`src/rtl/timer_ctrl.sv`:
```
// timer_ctrl: programmable timer with a prescaler, a period compare and run control.
// It supports one-shot and periodic (auto-reload) modes. It emits a single-cycle
// terminal-count tick, and a done pulse when a one-shot run completes.
// period, prescale and mode are captured on start. The live inputs may change freely
// while the timer runs.
module timer_ctrl #(
  parameter int N = 4,
  parameter int P = 8
) (
  input  logic         clk,
  input  logic         aresetn,
  input  logic         start,
  input  logic         stop,
  input  logic         pause,
  input  logic         mode,
  input  logic [N-1:0] period,
  input  logic [P-1:0] prescale,
  output logic [N-1:0] q,
  output logic         busy,
  output logic         tick,
  output logic         done
);

  typedef enum logic {
    IDLE = 1'b0,
    RUN  = 1'b1
  } state_t;

  localparam logic [N-1:0] Q_ONE   = {{(N-1){1'b0}}, 1'b1};
  localparam logic [P-1:0] PRE_ONE = {{(P-1){1'b0}}, 1'b1};

  state_t       state;
  logic [P-1:0] pre_cnt;
  logic [N-1:0] period_r;
  logic [P-1:0] prescale_r;
  logic         mode_r;

  // Run-control FSM: the counter datapath and all outputs are registered here.
  always_ff @(posedge clk or negedge aresetn) begin
    if (!aresetn) begin
      state      <= IDLE;
      q          <= '0;
      pre_cnt    <= '0;
      period_r   <= '0;
      prescale_r <= '0;
      mode_r     <= 1'b0;
      busy       <= 1'b0;
      tick       <= 1'b0;
      done       <= 1'b0;
    end else begin
      tick <= 1'b0;
      done <= 1'b0;
      case (state)
        IDLE: begin
          if (start && !stop) begin
            period_r   <= period;
            prescale_r <= prescale;
            mode_r     <= mode;
            q          <= '0;
            pre_cnt    <= '0;
            state      <= RUN;
            busy       <= 1'b1;
          end
        end
        RUN: begin
          if (stop) begin
            // Abort has the highest priority: it overrides restart, pause and terminal count.
            q       <= '0;
            pre_cnt <= '0;
            state   <= IDLE;
            busy    <= 1'b0;
          end else if (start) begin
            // Restart from zero with a fresh configuration. This does not produce a tick.
            period_r   <= period;
            prescale_r <= prescale;
            mode_r     <= mode;
            q          <= '0;
            pre_cnt    <= '0;
          end else if (pause) begin
            // Freeze q and pre_cnt. tick is already defaulted low.
          end else if (pre_cnt != prescale_r) begin
            pre_cnt <= pre_cnt + PRE_ONE;
          end else begin
            pre_cnt <= '0;
            if (q != period_r) begin
              q <= q + Q_ONE;
            end else begin
              // Terminal count: wrap to zero and pulse tick. A one-shot run also finishes here.
              q    <= '0;
              tick <= 1'b1;
              if (!mode_r) begin
                done  <= 1'b1;
                state <= IDLE;
                busy  <= 1'b0;
              end
            end
          end
        end
        default: begin
          state <= IDLE;
          busy  <= 1'b0;
        end
      endcase
    end
  end

endmodule

```
`config.mk`:
```
export PLATFORM = sky130hd
export DESIGN_NAME = timer_ctrl
export DESIGN_NICKNAME = d
export VERILOG_FILES = /design/src/rtl/timer_ctrl.sv
export SDC_FILE = /design/constraint.sdc
export NUM_CORES = 1
export LEC_CHECK = 0
export CAP_MARGIN = 20
export CORE_ASPECT_RATIO = 1.1
export CORE_UTILIZATION = 56
export CTS_CLUSTER_SIZE = 24
export DETAILED_ROUTE_END_ITERATION = 8
export DONT_BUFFER_PORTS = 1
export HOLD_SLACK_MARGIN = 0.1
export PLACE_DENSITY_LB_ADDON = 0.1
export RECOVER_POWER = 25
export SLEW_MARGIN = 20
export SYNTH_ARGS = -nofsm -noshare
export SYNTH_HDL_FRONTEND = slang
export SYNTH_SLANG_ARGS = --single-unit
```
`constraint.sdc`:
```
create_clock -name clk -period 3.4 [get_ports clk]
set_input_delay 0.51 -clock clk [delete_from_list [all_inputs] [get_ports clk]]
set_output_delay 0.51 -clock clk [all_outputs]
set_load 0.05 [all_outputs]
```
; After elaboration in Yosys (flattened, before gate mapping)
; Index checks and enable logic that the tools add are counted.
[op_classes]
n_addsub = 2
mul = 0
div = 0
n_lt_le_gt_ge = 0
n_eq_ne = 12
n_shift = 0
n_mux = 54
bitwise = 1
reduce_logical = 6
[ops]
columns = operator, count
row1 = 2-to-1 mux 8 bit, 8
row2 = 2-to-1 mux 4 bit, 9
row3 = one-hot mux 8 bit (2 select lines), 2
row4 = 2-to-1 mux 1 bit, 30
row5 = one-hot mux 4 bit (2 select lines), 2
row6 = inequality test 3 bit (second input constant), 5
row7 = adder 8 x 1 -> 8 bit (second input constant), 1
row8 = inequality test 4 bit (second input constant), 2
row9 = inequality test 8 bit, 1
row10 = inequality test 2 bit (second input constant), 3
row11 = one-hot mux 1 bit (2 select lines), 3
row12 = AND reduction 3 bit, 2
row13 = AND reduction 6 bit, 1
row14 = adder 4 x 1 -> 4 bit (second input constant), 1
row15 = inequality test 4 bit, 1
row16 = AND reduction 2 bit, 1
row17 = logical AND 1 bit, 1
row18 = zero test 1 bit, 1
row19 = inverter 1 bit, 1
[totals]
ff_bits = 29
latchBits = 0
ramBits = 0
mem_bits_ro = 0
input_bits = 18
output_inout_bits = 7
word_cells = 84
n_memories = 0

; Depth between registers and ports, before layout
[logic_depth]
word_depth = 7
ltp_mapped = 9
ltp_nobuf = 7

; Worst setup path before layout
; No wires, ideal clock.
[synth_timing]
path_type = input port to flip-flop
startpoint = input port start
endpoint = register q[3]
setup_ps = 78
arrival_ps = 2028
required_ps = 3322
setup_slack_ps = 1294
cell_stages = 9
n_path_buf = 2
cell_sequence = nor2b_1 -> inv_1 -> buf_1 -> ha_1 -> a21o_1 -> buf_2 -> nor3_1 -> a32oi_1 -> o2bb2ai_1
[synth_via]
elab_chain_cells = 3
word_cells_on_any_way = 8
cone_classes = eq/ne: 3 / mux: 3 / reduce/logical: 2
[synth_rtl]
columns = item, line
row1 = from (decl), 12  ; input logic start,
row2 = 2-to-1 mux 4 bit / logical AND 1 bit (equally long branches), "72, 55"
row3 = 2-to-1 mux 4 bit / inequality test 2 bit (equally long branches), n/a
row4 = one-hot mux 4 bit (2 select lines) / AND reduction 3 bit (equally long branches), n/a
row5 = to (signal assigned), 86  ; q <= q + Q_ONE;
row6 = to (decl), 18  ; output logic [N-1:0] q,
; Several ways; a longest one is shown, not always the timed one.
; A chain may end at the register's enable or synchronous reset.

==> reports/metrics.cfg <==
[drt]
wire_per_inst_um=13.74
drtAntennaViolNets=0
firstDrtPassIters=4
drt-total-wl_mm=2.707
viasPerCell=5.807
vias=1144
initialDrtViolationCount=15
route.detailed.drc=0

[pwr]
ir_worst_vdd_mv=0.3077
power.density_nw_per_um2=430.2
fin_total_pwr_mw=0.6696
power_leakage_nw=0.7526

[clock_tree]
cts_setup_buffers=0
clockBufferDepth=2
cts_made_buffers=5
cts_root_buf=clkbuf_4
cts_hold_buf=2
clock_latency_ns=0.32
ctsResizeCount=0
clk_pin_slew_worst_paths_ns=0.08
h-tree-depth=2
cts_tree=done
numClockSinks=29

[die]
core_um2=2496
die_h_um=55.56
start_util=0.5850
rows=19
dieArea_um2=2816
die_w_um=50.69
pin_count=25

[timing]
hold_viol=0
rsz0062_at_grt=no
period_minus_slack_ns=1.986
max_slew.worst_pin.slew_ns=1.505
finClkSkew_ns=0.006372
slew_viol_final=29
slew_headroom=-0.003586
fmax_ghz=0.5035
finalSetupTns_ns=0
hold_ws_ns=0.2897
fin_crit_sh=0.5841
setup_viol=0

[cells_and_area]
area_delta_synth_final_pct=6.598
design_area_um2=1556
n_antenna_cell=0
multi_input_area_um2=706.9
final_util=0.6236
regArea_um2=725.7
layout-drive-gt1-share=0.08434
layout.nets=186
nFillCells=235

[logic_synthesis]
syn_avg_cell_area_um2=9.241
ys_types=34
ys_ff_latch=29
ys_top_cells_by_area=dfrtp_1 (50%), nand2_1 (13%), xor2_1 (4.8%), o21ai_0 (3.4%), ha_1 (2.6%)
synth_top_area_frac=0.4970
synth.largest_area_cell=dfrtp_1
async_flop_share=1.000
ys_seq_area_frac=0.4970
synth_nets=179
ys_warn_count=0
ys.flop_type=dfrtp_1
synth_cells=158
synth_area_um2=1460
synth_edf_count=0

[global_routing]
antenna_found_initial=0
grt_pass1_wl_mm=4.899
grt_max_degree=30
first_global_vias=1137
grt_use_total=0.2352
grt_overflow=0

[worst_hold_path]
hold_depth=2
hp-class=input port to flop

[worst_setup_path]
crit_buf_inv=2
reg2regPathDepth=5
cp_data_arrival_time_ns=2.16
slowest_stage=clkbuf_1
crit_required_ns=3.58
endpoint_kind=async pin
crit_cells=2
crit_fanout=29
critPathTopFamily=buffers and inverters
crit_chain=dlygate4sd3_1, clkbuf_1
cp-start-kind=input port
path_class=input port to async pin
slowest_delay_ns=1.10

[flow_run]
drv_cap=1

[place]
routabilityCongestion=0.8366
placed_area_um2=1494
dp_hpwl_mm=1.996
port_buffers=0

[status]
violations=capacitance limit, slew limit
status=finished with violations

==> cell usage after synthesis (all sizes together) (4+ instances only) <==
library cell / number
nand2: 50
dfrtp: 29
o21ai: 10
xor2: 8
nor2: 5
nor4: 5
a21o: 4
inv: 4
nand3: 4
nor3: 4
xnor2: 4
==> cells in the final DEF (no fill, tap or decap), types with 4 or more instances in the layout <==
cell type	synthesis	routed
dfrtp_1	29	29
nand2_1	49	49
xor2_1	8	8
clkbuf_1	1	4
clkbuf_4	0	5
o21ai_0	10	10
nand3_1	4	4
nor2_1	5	5
inv_1	4	4
xnor2_1	4	4
==> cell families after synthesis <==
group,after synthesis,synth area share
AOI/OAI and AO/OA,24,0.1080
xor gates and xnor gates,12,0.07198
adders and majority gates,3,0.02571
buffers and inverters,7,0.01884
DFF,29,0.4970
muxes,2,0.01457
and+or+nand+nor,81,0.2639
==> path summary, 6_finish.rpt <==
check / slack (ns) / start / to
max in group clk: 1.52 / pre_cnt[6] / busy
min reg2reg: 0.50 / mode_r / done
max: 1.41 / aresetn / prescale_r[6]
min: 0.29 / period[3] / period_r[3]
max reg2reg: 1.52 / pre_cnt[6] / busy
min in group asynchronous: 1.11 / aresetn / pre_cnt[7]
==> final cells by class <==
| cell class | count | share of cell area |
|---|---|---|
| Sequential cell | 29 | 0.4662 |
| Multi-Input combinational cell | 122 | 0.4542 |
| Clock buffer | 8 | 0.03135 |
| Tap cell | 31 | 0.02492 |
| Timing Repair Buffer | 3 | 0.01367 |
| Inverter | 4 | 0.009646 |
==> sequential cells by signal, indices dropped and copies added, names as in the netlist <==
signal / count
pre_cnt: 8
prescale_r: 8
period_r: 4
q: 4
busy: 1
done: 1
mode_r: 1
state: 1
tick: 1
==> per-stage QoR <==
step | setup WS [ns] | std cells
2_1_floorplan | 1.294 | 158
3_3_place_gp | 1.302 | 187
3_5_place_dp | 1.237 | 187
4_1_cts | 1.530 | 197
5_1_grt | 1.085 | 197
6_report | 1.414 | 197
==> report_power, final <==
group | switching [mW] | internal, mW
Sequential | 0.0243 | 0.368
Clock | 0.111 | 0.0822
Combinational | 0.0521 | 0.0321
Total | 0.188 | 0.482
==> layer usage <==
metal  part of all wire  routed length (um)  track usage  up-vias
li1                   -                   -            -      552
met5                  0                   0            0        -
met4             0.0081                  22      0.08333        0
met2               0.47                1284       0.3714       36
met1               0.46                1233       0.2904      552
met3              0.061                 166      0.09091        4
No activity file was read; power rests on OpenSTA's default activity.
